--- src/rtl/int_add_issue.sv ---
// Issue/capture wrapper around the pipelined 32-bit adder: buffers ADD/SUB/ADC requests,
// drives the adder with credit and carry-hazard interlocks, and queues flagged results in order.
module int_add_issue #(
  parameter int IN_DEPTH  = 4,
  parameter int OUT_DEPTH = 4,
  parameter int ADD_LAT   = 1,
  parameter int TAG_W     = 4
) (
  input  logic             clk,
  input  logic             rst,
  input  logic             in_valid,
  output logic             in_ready,
  input  logic [1:0]       in_op,
  input  logic [31:0]      in_a,
  input  logic [31:0]      in_b,
  input  logic [TAG_W-1:0] in_tag,
  output logic [31:0]      add_a,
  output logic [31:0]      add_b,
  output logic             add_cin,
  input  logic [31:0]      add_sum,
  input  logic             add_cout,
  output logic             out_valid,
  input  logic             out_ready,
  output logic [31:0]      out_sum,
  output logic [TAG_W-1:0] out_tag,
  output logic             out_c,
  output logic             out_v,
  output logic             out_z,
  output logic             out_n
);

  localparam int IAW   = $clog2(IN_DEPTH);
  localparam int OAW   = $clog2(OUT_DEPTH);
  localparam int CNT_W = $clog2(OUT_DEPTH + ADD_LAT + 2);
  localparam logic [IAW:0]     IONE   = 1;
  localparam logic [OAW:0]     OONE   = 1;
  localparam logic [CNT_W-1:0] OCREDIT = CNT_W'(OUT_DEPTH);

  localparam logic [1:0] OP_SUB = 2'b01;
  localparam logic [1:0] OP_ADC = 2'b10;

  logic [1:0]       iq_op  [IN_DEPTH];
  logic [31:0]      iq_a   [IN_DEPTH];
  logic [31:0]      iq_b   [IN_DEPTH];
  logic [TAG_W-1:0] iq_tag [IN_DEPTH];
  logic [IAW:0]     iq_wr, iq_rd;
  logic             iq_empty, iq_full, push_in;

  // Stage 0 sits alongside the adder input registers; stage ADD_LAT lines up with add_sum.
  logic             pv   [ADD_LAT+1];
  logic [TAG_W-1:0] ptag [ADD_LAT+1];
  logic             pa31 [ADD_LAT+1];
  logic             pb31 [ADD_LAT+1];

  logic [31:0]      oq_sum [OUT_DEPTH];
  logic [TAG_W-1:0] oq_tag [OUT_DEPTH];
  logic [3:0]       oq_flg [OUT_DEPTH];
  logic [OAW:0]     oq_wr, oq_rd, oq_occ;
  logic             pop_out, cap;

  logic             cf;
  logic [1:0]       h_op;
  logic [31:0]      h_a, h_b, dec_b;
  logic [TAG_W-1:0] h_tag;
  logic             dec_cin, issue, credit_ok;
  logic [CNT_W-1:0] inflight;
  logic             cap_v;

  assign iq_empty = (iq_wr == iq_rd);
  assign iq_full  = (iq_wr[IAW] != iq_rd[IAW]) && (iq_wr[IAW-1:0] == iq_rd[IAW-1:0]);
  assign in_ready = !iq_full;
  assign push_in  = in_valid && in_ready;

  assign h_op  = iq_op[iq_rd[IAW-1:0]];
  assign h_a   = iq_a[iq_rd[IAW-1:0]];
  assign h_b   = iq_b[iq_rd[IAW-1:0]];
  assign h_tag = iq_tag[iq_rd[IAW-1:0]];

  always_comb begin
    dec_b   = h_b;
    dec_cin = 1'b0;
    if (h_op == OP_SUB) begin
      dec_b   = ~h_b;
      dec_cin = 1'b1;
    end else if (h_op == OP_ADC) begin
      dec_cin = cf;
    end
  end

  always_comb begin
    inflight = '0;
    for (int i = 0; i <= ADD_LAT; i++)
      inflight = inflight + {{(CNT_W-1){1'b0}}, pv[i]};
  end

  assign oq_occ    = oq_wr - oq_rd;
  assign credit_ok = (inflight + CNT_W'(oq_occ)) < OCREDIT;
  // ADC must see the carry of the previous op, so it waits for the pipe to drain.
  assign issue     = !iq_empty && credit_ok && ((h_op != OP_ADC) || (inflight == '0));

  assign cap     = pv[ADD_LAT];
  assign cap_v   = (pa31[ADD_LAT] == pb31[ADD_LAT]) && (add_sum[31] != pa31[ADD_LAT]);
  assign out_valid = (oq_wr != oq_rd);
  assign pop_out   = out_valid && out_ready;

  assign out_sum = oq_sum[oq_rd[OAW-1:0]];
  assign out_tag = oq_tag[oq_rd[OAW-1:0]];
  assign {out_c, out_v, out_z, out_n} = oq_flg[oq_rd[OAW-1:0]];

  always_ff @(posedge clk or posedge rst) begin
    if (rst) begin
      iq_wr   <= '0;
      iq_rd   <= '0;
      oq_wr   <= '0;
      oq_rd   <= '0;
      cf      <= 1'b0;
      add_a   <= '0;
      add_b   <= '0;
      add_cin <= 1'b0;
      for (int i = 0; i < IN_DEPTH; i++) begin
        iq_op[i]  <= '0;
        iq_a[i]   <= '0;
        iq_b[i]   <= '0;
        iq_tag[i] <= '0;
      end
      for (int i = 0; i <= ADD_LAT; i++) begin
        pv[i]   <= 1'b0;
        ptag[i] <= '0;
        pa31[i] <= 1'b0;
        pb31[i] <= 1'b0;
      end
      for (int i = 0; i < OUT_DEPTH; i++) begin
        oq_sum[i] <= '0;
        oq_tag[i] <= '0;
        oq_flg[i] <= '0;
      end
    end else begin
      if (push_in) begin
        iq_op[iq_wr[IAW-1:0]]  <= in_op;
        iq_a[iq_wr[IAW-1:0]]   <= in_a;
        iq_b[iq_wr[IAW-1:0]]   <= in_b;
        iq_tag[iq_wr[IAW-1:0]] <= in_tag;
        iq_wr <= iq_wr + IONE;
      end

      if (issue) begin
        iq_rd   <= iq_rd + IONE;
        add_a   <= h_a;
        add_b   <= dec_b;
        add_cin <= dec_cin;
      end

      pv[0]   <= issue;
      ptag[0] <= h_tag;
      pa31[0] <= h_a[31];
      pb31[0] <= dec_b[31];
      for (int i = 1; i <= ADD_LAT; i++) begin
        pv[i]   <= pv[i-1];
        ptag[i] <= ptag[i-1];
        pa31[i] <= pa31[i-1];
        pb31[i] <= pb31[i-1];
      end

      if (cap) begin
        oq_sum[oq_wr[OAW-1:0]] <= add_sum;
        oq_tag[oq_wr[OAW-1:0]] <= ptag[ADD_LAT];
        oq_flg[oq_wr[OAW-1:0]] <= {add_cout, cap_v, (add_sum == 32'd0), add_sum[31]};
        oq_wr <= oq_wr + OONE;
        cf    <= add_cout;
      end

      if (pop_out)
        oq_rd <= oq_rd + OONE;
    end
  end

endmodule

--- config.mk ---
export PLATFORM = sky130hd
export DESIGN_NAME = int_add_issue
export DESIGN_NICKNAME = d
export VERILOG_FILES = /design/src/rtl/int_add_issue.sv
export SDC_FILE = /design/constraint.sdc
export NUM_CORES = 1
export LEC_CHECK = 0
export CAP_MARGIN = 0
export CORE_MARGIN = 4
export CORE_UTILIZATION = 28
export DETAILED_ROUTE_END_ITERATION = 10
export DONT_BUFFER_PORTS = 1
export GPL_ROUTABILITY_DRIVEN = 0
export PLACE_DENSITY_LB_ADDON = 0.25
export SYNTH_ARGS = -nofsm -noshare
export SYNTH_HDL_FRONTEND = slang
export SYNTH_SLANG_ARGS = --single-unit
--- constraint.sdc ---
create_clock -name clk -period 20.8 [get_ports clk]
set_clock_uncertainty 0.1 [all_clocks]
set_input_delay 4.16 -clock clk [delete_from_list [all_inputs] [get_ports clk]]
set_output_delay 4.16 -clock clk [all_outputs]
set_load 0.02 [all_outputs]
**Word-level counts from Yosys, hierarchy flattened**

Index checks and enable logic that the tools add are counted.

- Output and inout port bits: 107
- Word-level logic and storage cells: 126
- Register bits: 532

- $add $sub $neg: 7
- Equality and inequality tests: 9
- Mux-type cells: 41
- Reduce and logical (&&, ||, !) cells: 13
- Bitwise gates (word level): 5
- Order comparisons: 7

Operators by type and width:

| kind | count |
|---|---|
| 128-bit bitwise mux | 3 |
| 32-bit 2-to-1 mux | 9 |
| 32-bit binary-select mux with 2-bit select | 3 |
| 32-bit demux with 2-bit select | 2 |
| 16-bit bitwise mux | 3 |
| 32-bit zero test | 1 |
| 4-bit 2-to-1 mux | 8 |
| 32-bit inverter | 1 |
| 4-bit binary-select mux with 2-bit select | 3 |
| 4-bit demux with 2-bit select | 2 |
| 3-bit by 1-bit adder with 3-bit output (second input constant) | 4 |
| 3-bit greater-or-equal comparator (second input constant) | 4 |
| 2-bit inverter with 3-bit output | 4 |
| 8-bit bitwise mux | 1 |
| 1-bit logical AND | 8 |
| 3-bit by 1-bit < comparator with 1-bit output (second input constant) | 2 |
| 2-bit 2-to-1 mux | 3 |
| 2-bit binary-select mux with 2-bit select | 1 |
| 2-bit demux with 2-bit select | 1 |
| 2-bit by 3-bit adder with 3-bit output | 1 |
| 3-bit == test | 1 |
| 3-bit zero test | 1 |
| 3-bit < comparator (second input constant) | 1 |
| 3-bit != test | 1 |
| 11 further kinds | 14 |

**Longest topological paths before layout**

Gate-level depths: netlist (run 1).

- Word-level depth: 7
- Mapped depth: 13

**Least setup slack after synthesis (run 1)**

Ideal clock, no wire load.

- Path type: register to output
- Start point: register oq_rd[0]
- End point: output port out_sum[31]
- Slack: 14.909 ns
- Cell stages (with the launch flop): 5
- Buffers on the path: 3
- Data required time: 16.540 ns
- Data arrival time: 1.631 ns
- Path through: dfrtp_1 -> clkbuf_1 -> buf_2 -> mux4_2 -> buf_4

- Cells in the longest elaborated chain, start to end: 4

Ends and longest elaborated chain:

| what | RTL line | source |
|---|---|---|
| start: declaration | 58 | `logic [OAW:0] oq_wr, oq_rd, oq_occ;` |
| start signal: assignment | 173 | `oq_rd <= oq_rd + OONE;` |
| 2-bit inverter with 3-bit output (implied by the code) | 106 | `assign out_sum = oq_sum[oq_rd[OAW-1:0]];` |
| 32-bit binary-select mux with 2-bit select | 106 |  |
| 32-bit 2-to-1 mux (implied by the code) (2 in a row) | 106 |  |
| end: declaration | 24 | `output logic [31:0] out_sum,` |

Every way passes these cells. The select of a mux whose other input is x is not followed.

**Final worst setup path (run 1)**

- Start point: register oq_rd[0]
- End point: output port out_n

- Cells in the longest elaborated chain, start to end: 4

Ends and longest elaborated chain:

| what | RTL line | source |
|---|---|---|
| 2-bit inverter with 3-bit output (implied by the code) | 108 | `assign {out_c, out_v, out_z, out_n} = oq_flg[oq_rd[OAW-1:0]];` |
| 4-bit binary-select mux with 2-bit select | 108 |  |
| 4-bit 2-to-1 mux (implied by the code) (2 in a row) | 108 |  |
| end: declaration | 29 | `output logic out_n` |

Every way passes these cells. The select of a mux whose other input is x is not followed.

==> impl_metrics.env, run 1 <==
export IMPL_hold_class="reg2reg"
export IMPL_syn_instance_count=1365
export IMPL_max_slew_margin_rel=0.3191
export IMPL_fin_util=0.3243
export IMPL_core_rowCount=104
export IMPL_ir_drop_mv=0.1269
export IMPL_setup_tns_ps=0
export IMPL_drcViolationCount=0
export IMPL_synth_top_area_share=0.5815
export IMPL_grt_setup_unrepaired="no"
export IMPL_timing_final_crit_share=0.3223
export IMPL_cp_endpoint="out_n"
export IMPL_cp_end_kind="primary output"
export IMPL_antenna_found_initial=1
export IMPL_min_period_ps=6705
export IMPL_required_ps=16540
export IMPL_use_met3=0.04602
export IMPL_final_common_cell="dfrtp_1"
export IMPL_syn_nets=1488
export IMPL_clk_latency_ps=640
export IMPL_final_cell_mix="dfrtp_1 (524), mux2_2 (447), mux4_2 (108), clkbuf_16 (62), mux2_1 (47)"
export IMPL_drtAntennaViolNets=0
export IMPL_cpPeakStageDelay_ps=1070
export IMPL_place_area_um2=23860
export IMPL_crit_chain="mux4_2"
export IMPL_rr_startpoint="iq_rd[1]"
export IMPL_initial_core_util=0.2826
export IMPL_crit_type="reg2out"
export IMPL_grt_pass1_vias=13210
export IMPL_worstMarginPinSlew_ps=1021
export IMPL_grt_first_pass_wirelength_mm=83.73
export IMPL_yosysWarnings=0
export IMPL_ys_seq_area_frac=0.5815
export IMPL_gr_total_overflow=0
export IMPL_final_area_um2=26080
export IMPL_cts_tree="done"
export IMPL_cts_resized_gates=0
export IMPL_diodes=0
export IMPL_critPathLaunch="oq_rd[0]"
export IMPL_use_met2=0.2148
export IMPL_numClockSinks=528
export IMPL_routed_via_density=4.709
export IMPL_die_h_um=292.9
export IMPL_hold_violations=0
export IMPL_die_w_um=292.9
export IMPL_wirelength_mm=53.91
export IMPL_ys_types=35
export IMPL_drive_gt1_frac=0.4908
export IMPL_fmax_mhz=149.2
export IMPL_clock_path_buffers=3
export IMPL_worst_hold_slack_ps=246.5
export IMPL_p_per_area_nw_per_um2=204.4
export IMPL_dpl_hpwl_mm=32.52
export IMPL_crit_arrival_ps=2440
export IMPL_drt_iter0_markers=415
export IMPL_cts_buffers_inserted=61
export IMPL_use_met1=0.1526
export IMPL_syn_area_um2=22720
export IMPL_worstRegToRegCells=6
export IMPL_drt_wirelength_per_cell_um=21.75
export IMPL_status="complete, no violations"
export IMPL_yosys_area_top_type="dfrtp_1"
export IMPL_worst_setup_path_start_kind="flop"
export IMPL_nets=1488
export IMPL_syn2layout_area_growth_pct=14.78
export IMPL_synth_area_top_cells="dfrtp_1 (58%), mux2_2 (22%), mux4_2 (11%)"
export IMPL_setup_violations=0
export IMPL_r2r_setup_slack_ps=16720
export IMPL_gr_max_usage_layer="met2"
export IMPL_crit_buf_inv=0
export IMPL_ioPinCount=214
export IMPL_coreArea_um2=80420
export IMPL_crit_cells=1
export IMPL_critPathTopFamily="flip-flops"
export IMPL_portBuffers=0
export IMPL_num_vias=11670
export IMPL_critPathSlowestCell="dfrtp_4"
export IMPL_cts_root_buf="clkbuf_16"
export IMPL_grt_start_max_net_pins=139
export IMPL_p_leak_nw=10.69
export IMPL_htreeDepth=2
export IMPL_ctsHoldBuffers=0
export IMPL_die_area_um2=85780
export IMPL_synth_seq_cells=528
export IMPL_drv_slew=0
export IMPL_timing_rr_end="iq_b[21]"
export IMPL_syn_area_per_cell_um2=16.65
export IMPL_cts_setup_buffers=0
export IMPL_clkTransAtPathRegs_ps=60
export IMPL_drt_first_pass_iters=4
export IMPL_cp_max_fo=43
export IMPL_maxCapViolCount=0
export IMPL_grt_use_total=0.1262
==> per-stage QoR <==
| step | total power, W | cells | setup slack [ps] |
|---|---|---|---|
| 6_report | 0.005332 | 2478 | 14100 |
| 5_1_grt | 0.005695 | 2478 | 13910 |
| 4_1_cts | 0.005458 | 2478 | 13970 |
| 3_5_place_dp | 0.004273 | 2362 | 13950 |
| 3_3_place_gp | 0.004198 | 2362 | 14100 |
| 2_1_floorplan | 0.003744 | 1365 | 1787 |
==> how the worst min path moves through the flow <==
stage,start,end,slack [ps],cells after the start
6_report,pa31[1],pa31[0],250,0
5_1_grt,pb31[1],pb31[0],250,0
4_1_cts,pa31[1],pa31[0],250,0
3_5_place_dp,pa31[1],pa31[0],240,0
3_3_place_gp,ptag[6],ptag[2],230,0
2_1_floorplan,pa31[1],pa31[0],230,0
==> cells in the mapped netlist <==
cell      count
xnor2_1      45
nand4_1       2
o31ai_1       4
nor4_1        8
nand2b_1      2
mux4_2      108
a31oi_1       2
a311oi_1      1
nand3_1       2
nor2_1        3
xor2_1        5
o21ai_1       1
fa_1          1
o311ai_1      1
clkbuf_1      9
mux2_2      447
nor3b_1       2
and2_1        3
buf_1        19
dfrtp_1     528
a21oi_1       2
ha_1         15
buf_6         2
inv_1        16
nor4b_1       1
o21ai_0       8
mux2_1       47
nand3b_1      2
nand2_1      22
nand2_2       1
nor3_2        1
a211oi_2      1
o21ai_2       1
buf_2        42
buf_4        11
==> kinds of logic after synthesis <==
kind of cell | Yosys count | synth area share
muxes | 602 | 0.3519
buffers and inverters | 99 | 0.02114
DFF | 528 | 0.5815
xor gates and xnor gates | 50 | 0.01927
adders and majority gates | 16 | 0.009141
AOI/OAI and AO/OA | 21 | 0.006002
and+or+nand+nor | 49 | 0.01112
==> area by class of cell <==
cell class	count	area, um^2
Clock buffer	86	1772
Clock inverter	30	446.7
Fill cell	7857	54340
Inverter	16	67.56
Multi-Input combinational cell	738	9081
Sequential cell	528	13230
Tap cell	1060	1326
Timing Repair Buffer	20	162.7
==> state kept, by name, summed over array words and instances, names as in the netlist <==
register / flops
oq_tag: 16
iq_tag: 16
pv: 1
oq_rd: 3
iq_rd: 3
ptag: 8
add_cin: 1
iq_a: 128
iq_b: 128
add_a: 32
iq_op: 8
oq_sum: 124
add_b: 32
iq_wr: 3
pb31: 2
cap: 1
oq_flg: 16
oq_wr: 3
cf: 1
pa31: 2
==> layer usage <==
layer  routed length (um)  vias up
met1                22060     6337
met4                 1016        2
li1                     -     5033
met2                26620      222
met5                   13        -
met3                 4191       74
==> report_power, final <==
part	leakage [nW]	total, W	internal, W	switching, W
registers	6.26	0.00202	0.00158	0.000439
clock network	1.08	0.00115	0.000708	0.000442
logic	3.35	0.00216	0.00120	0.000959
(Power assumes the default switching activity.)
==> run 2: changes to the inputs <==
- ABC_AREA: not set -> 1
- clock period: 20.8 -> 6.29 ns (I/O delays scaled with it)
==> run 2 against run 1 <==
Non-clock buffer count increased by 13. First-iteration DRC count rose to 2.6 times the previous value. Global-route usage is 2.8 points higher. Critical endpoint is now out_sum[31].
==> impl_metrics.env, run 2 <==
export IMPL_cts_tree="done"
export IMPL_cts_setup_buffers=0
export IMPL_cts_resized_gates=0
export IMPL_drt_iter0_markers=1091
export IMPL_switchingPower_w=0.007920
export IMPL_sw_frac_of_total=0.4540
export IMPL_dpl_hpwl_mm=40.55
export IMPL_cts_root_buf="clkbuf_16"
export IMPL_nets=2803
export IMPL_drt_wirelength_per_cell_um=17.89
export IMPL_grt_first_pass_wirelength_mm=109.2
export IMPL_p_per_area_nw_per_um2=662.6
export IMPL_drcViolationCount=0
export IMPL_yosys_area_top_type="dfrtp_1"
export IMPL_portBuffers=0
export IMPL_syn_nets=2897
export IMPL_grt_use_total=0.1545
export IMPL_drive_gt1_frac=0.05941
export IMPL_synth_edf_count=0
export IMPL_cp_max_fo=25
export IMPL_pwr_share_seq=0.362
export IMPL_ctsHoldBuffers=0
export IMPL_final_common_cell="nand2_1"
export IMPL_synthTopCellsByCount="nand2_1 (832), dfrtp_1 (528), o21ai_0 (489)"
export IMPL_clock_power_share=0.219
export IMPL_timing_final_crit_share=0.7465
export IMPL_crit_buf_inv=2
export IMPL_die_h_um=296.8
export IMPL_gr_total_overflow=0
export IMPL_cts_buffers_inserted=67
export IMPL_drtAntennaViolNets=0
export IMPL_status="complete, no violations"
export IMPL_syn_area_um2=23360
export IMPL_clk_latency_ps=610
export IMPL_final_cell_mix="nand2_1 (828), dfrtp_1 (525), o21ai_0 (489), nor2_1 (197)"
export IMPL_drv_slew=0
export IMPL_p_comb_frac=0.419
export IMPL_critPathSlowestCell="o22ai_1"
export IMPL_grt_pass1_vias=17970
export IMPL_initial_core_util=0.2836
export IMPL_wirelength_mm=68.04
export IMPL_setup_tns_ps=0
export IMPL_crit_chain="inv_1 -> buf_4 -> o21ai_0 -> o22ai_1"
export IMPL_synth_most_common_cell="nand2_1"
export IMPL_grt_start_max_net_pins=108
export IMPL_yosysWarnings=0
export IMPL_crit_type="reg2out"
export IMPL_num_vias=17920
export IMPL_die_area_um2=88110
export IMPL_cpPeakStageDelay_ps=800
export IMPL_ir_drop_mv=0.4546
export IMPL_setup_violations=0
export IMPL_largestRegisters="iq_a: 128 flops, iq_b: 128 flops, oq_sum: 124 flops"
export IMPL_drt_first_pass_iters=5
export IMPL_coreArea_um2=82370
export IMPL_grt_setup_unrepaired="no"
export IMPL_die_w_um=296.8
export IMPL_ys_types=29
export IMPL_synth_area_top_cells="dfrtp_1 (57%), nand2_1 (13%), o21ai_0 (10%)"
export IMPL_synth_top_area_share=0.5656
export IMPL_max_slew_margin_rel=0.2672
export IMPL_fmax_mhz=213.0
export IMPL_crit_arrival_ps=3340
export IMPL_antenna_found_initial=10
export IMPL_clkTransAtPathRegs_ps=50
export IMPL_async_flop_share=1.000
export IMPL_p_int_w=0.009524
export IMPL_synth_seq_cells=528
export IMPL_ys_seq_area_frac=0.5656
export IMPL_critPathTopFamily="buffers and inverters"
export IMPL_syn_instance_count=2774
export IMPL_cp_end_kind="primary output"
export IMPL_ioPinCount=214
export IMPL_core_rowCount=105
export IMPL_worst_setup_path_start_kind="flop"
export IMPL_htreeDepth=3
export IMPL_maxCapViolCount=0
export IMPL_hold_class="reg2reg"
export IMPL_syn_area_per_cell_um2=8.421
export IMPL_hold_violations=0
export IMPL_required_ps=4930
export IMPL_p_leak_nw=12.52
export IMPL_yosys_most_used_dff="dfrtp_1"
export IMPL_min_period_ps=4695
export IMPL_routed_via_density=4.710
export IMPL_worstMarginPinSlew_ps=1099
export IMPL_syn2layout_area_growth_pct=12.70
export IMPL_clock_path_buffers=3
export IMPL_numClockSinks=528
export IMPL_total_power_w=0.01744
-- run 2: final cells by class --
cell class	instances	area, um^2
multi-input cells	1916	8796
repair buffers	33	260.3
flip-flops and latches	528	13220
clock inverters	29	362.8
diodes	7	17.52
well taps	1070	1339
fillers	8790	56050
inverters	134	510.5
clock buffers	87	1822
-- run 2: logic make-up after synthesis --
group           Yosys count  synth area share
compound gates          698            0.1553
xor+xnor                  9          0.004500
fa+ha+maj                16          0.008891
buf+inv                 330           0.05988
flops                   528            0.5656
simple gates           1193            0.2058
-- run 2: metrics by stage --
| step | utilization | hold slack [ps] | worst slack, ps | area, um^2 | cells |
|---|---|---|---|---|---|
| 2_1_floorplan | - | 231.2 | -2244 | 23360 | 2774 |
| 3_3_place_gp | 0.2929 | 233.0 | 1885 | 24120 | 3681 |
| 3_5_place_dp | 0.2929 | 234.7 | 1824 | 24120 | 3681 |
| 4_1_cts | 0.3194 | 247.0 | 1475 | 26310 | 3797 |
| 5_1_grt | 0.3195 | 257.0 | 1337 | 26320 | 3800 |
| 6_report | 0.3196 | 245.4 | 1595 | 26330 | 3804 |
-- run 2: power by group through the flow --
stage	clock network (W)	registers (W)	logic (W)
detailed placement	0	0.00637	0.00750
CTS	0.00398	0.00633	0.00750
global placement	0	0.00636	0.00738
global route	0.00412	0.00653	0.00848
finish	0.00382	0.00632	0.00731
floorplan	0	0.00601	0.00584
-- run 2: worst paths after layout --
path / slack, ps / endpoint / startpoint / cells after the start
setup reg to reg: 1970 / add_b[1] / iq_rd[0] / 8
max in group asynchronous: 4170 / iq_b[49] / rst / 3
min in group asynchronous: 370 / add_a[22] / rst / 1
setup / recovery: 1590 / out_sum[31] / oq_rd[1] / 4
hold / removal: 250 / ptag[0] / ptag[4] / 0
hold reg to reg: 250 / ptag[0] / ptag[4] / 0
-- run 2: per-layer routing --
| layer | vias up | wire length, um | track usage |
|---|---|---|---|
| met1 | 8599 | 30780 | 0.2020 |
| met3 | 83 | 4421 | 0.04506 |
| met2 | 327 | 31460 | 0.2492 |
| li1 | 8900 | - | - |
| met4 | 8 | 1321 | 0.04487 |
| met5 | - | 62 | 0 |
-- run 2: worst register-to-register path, delay by kind of cell (launching register included) --
kind,cells,cell delay (ps)
buffers and inverters,1,730
AND/OR/NAND/NOR,7,2690
flip-flops,1,650
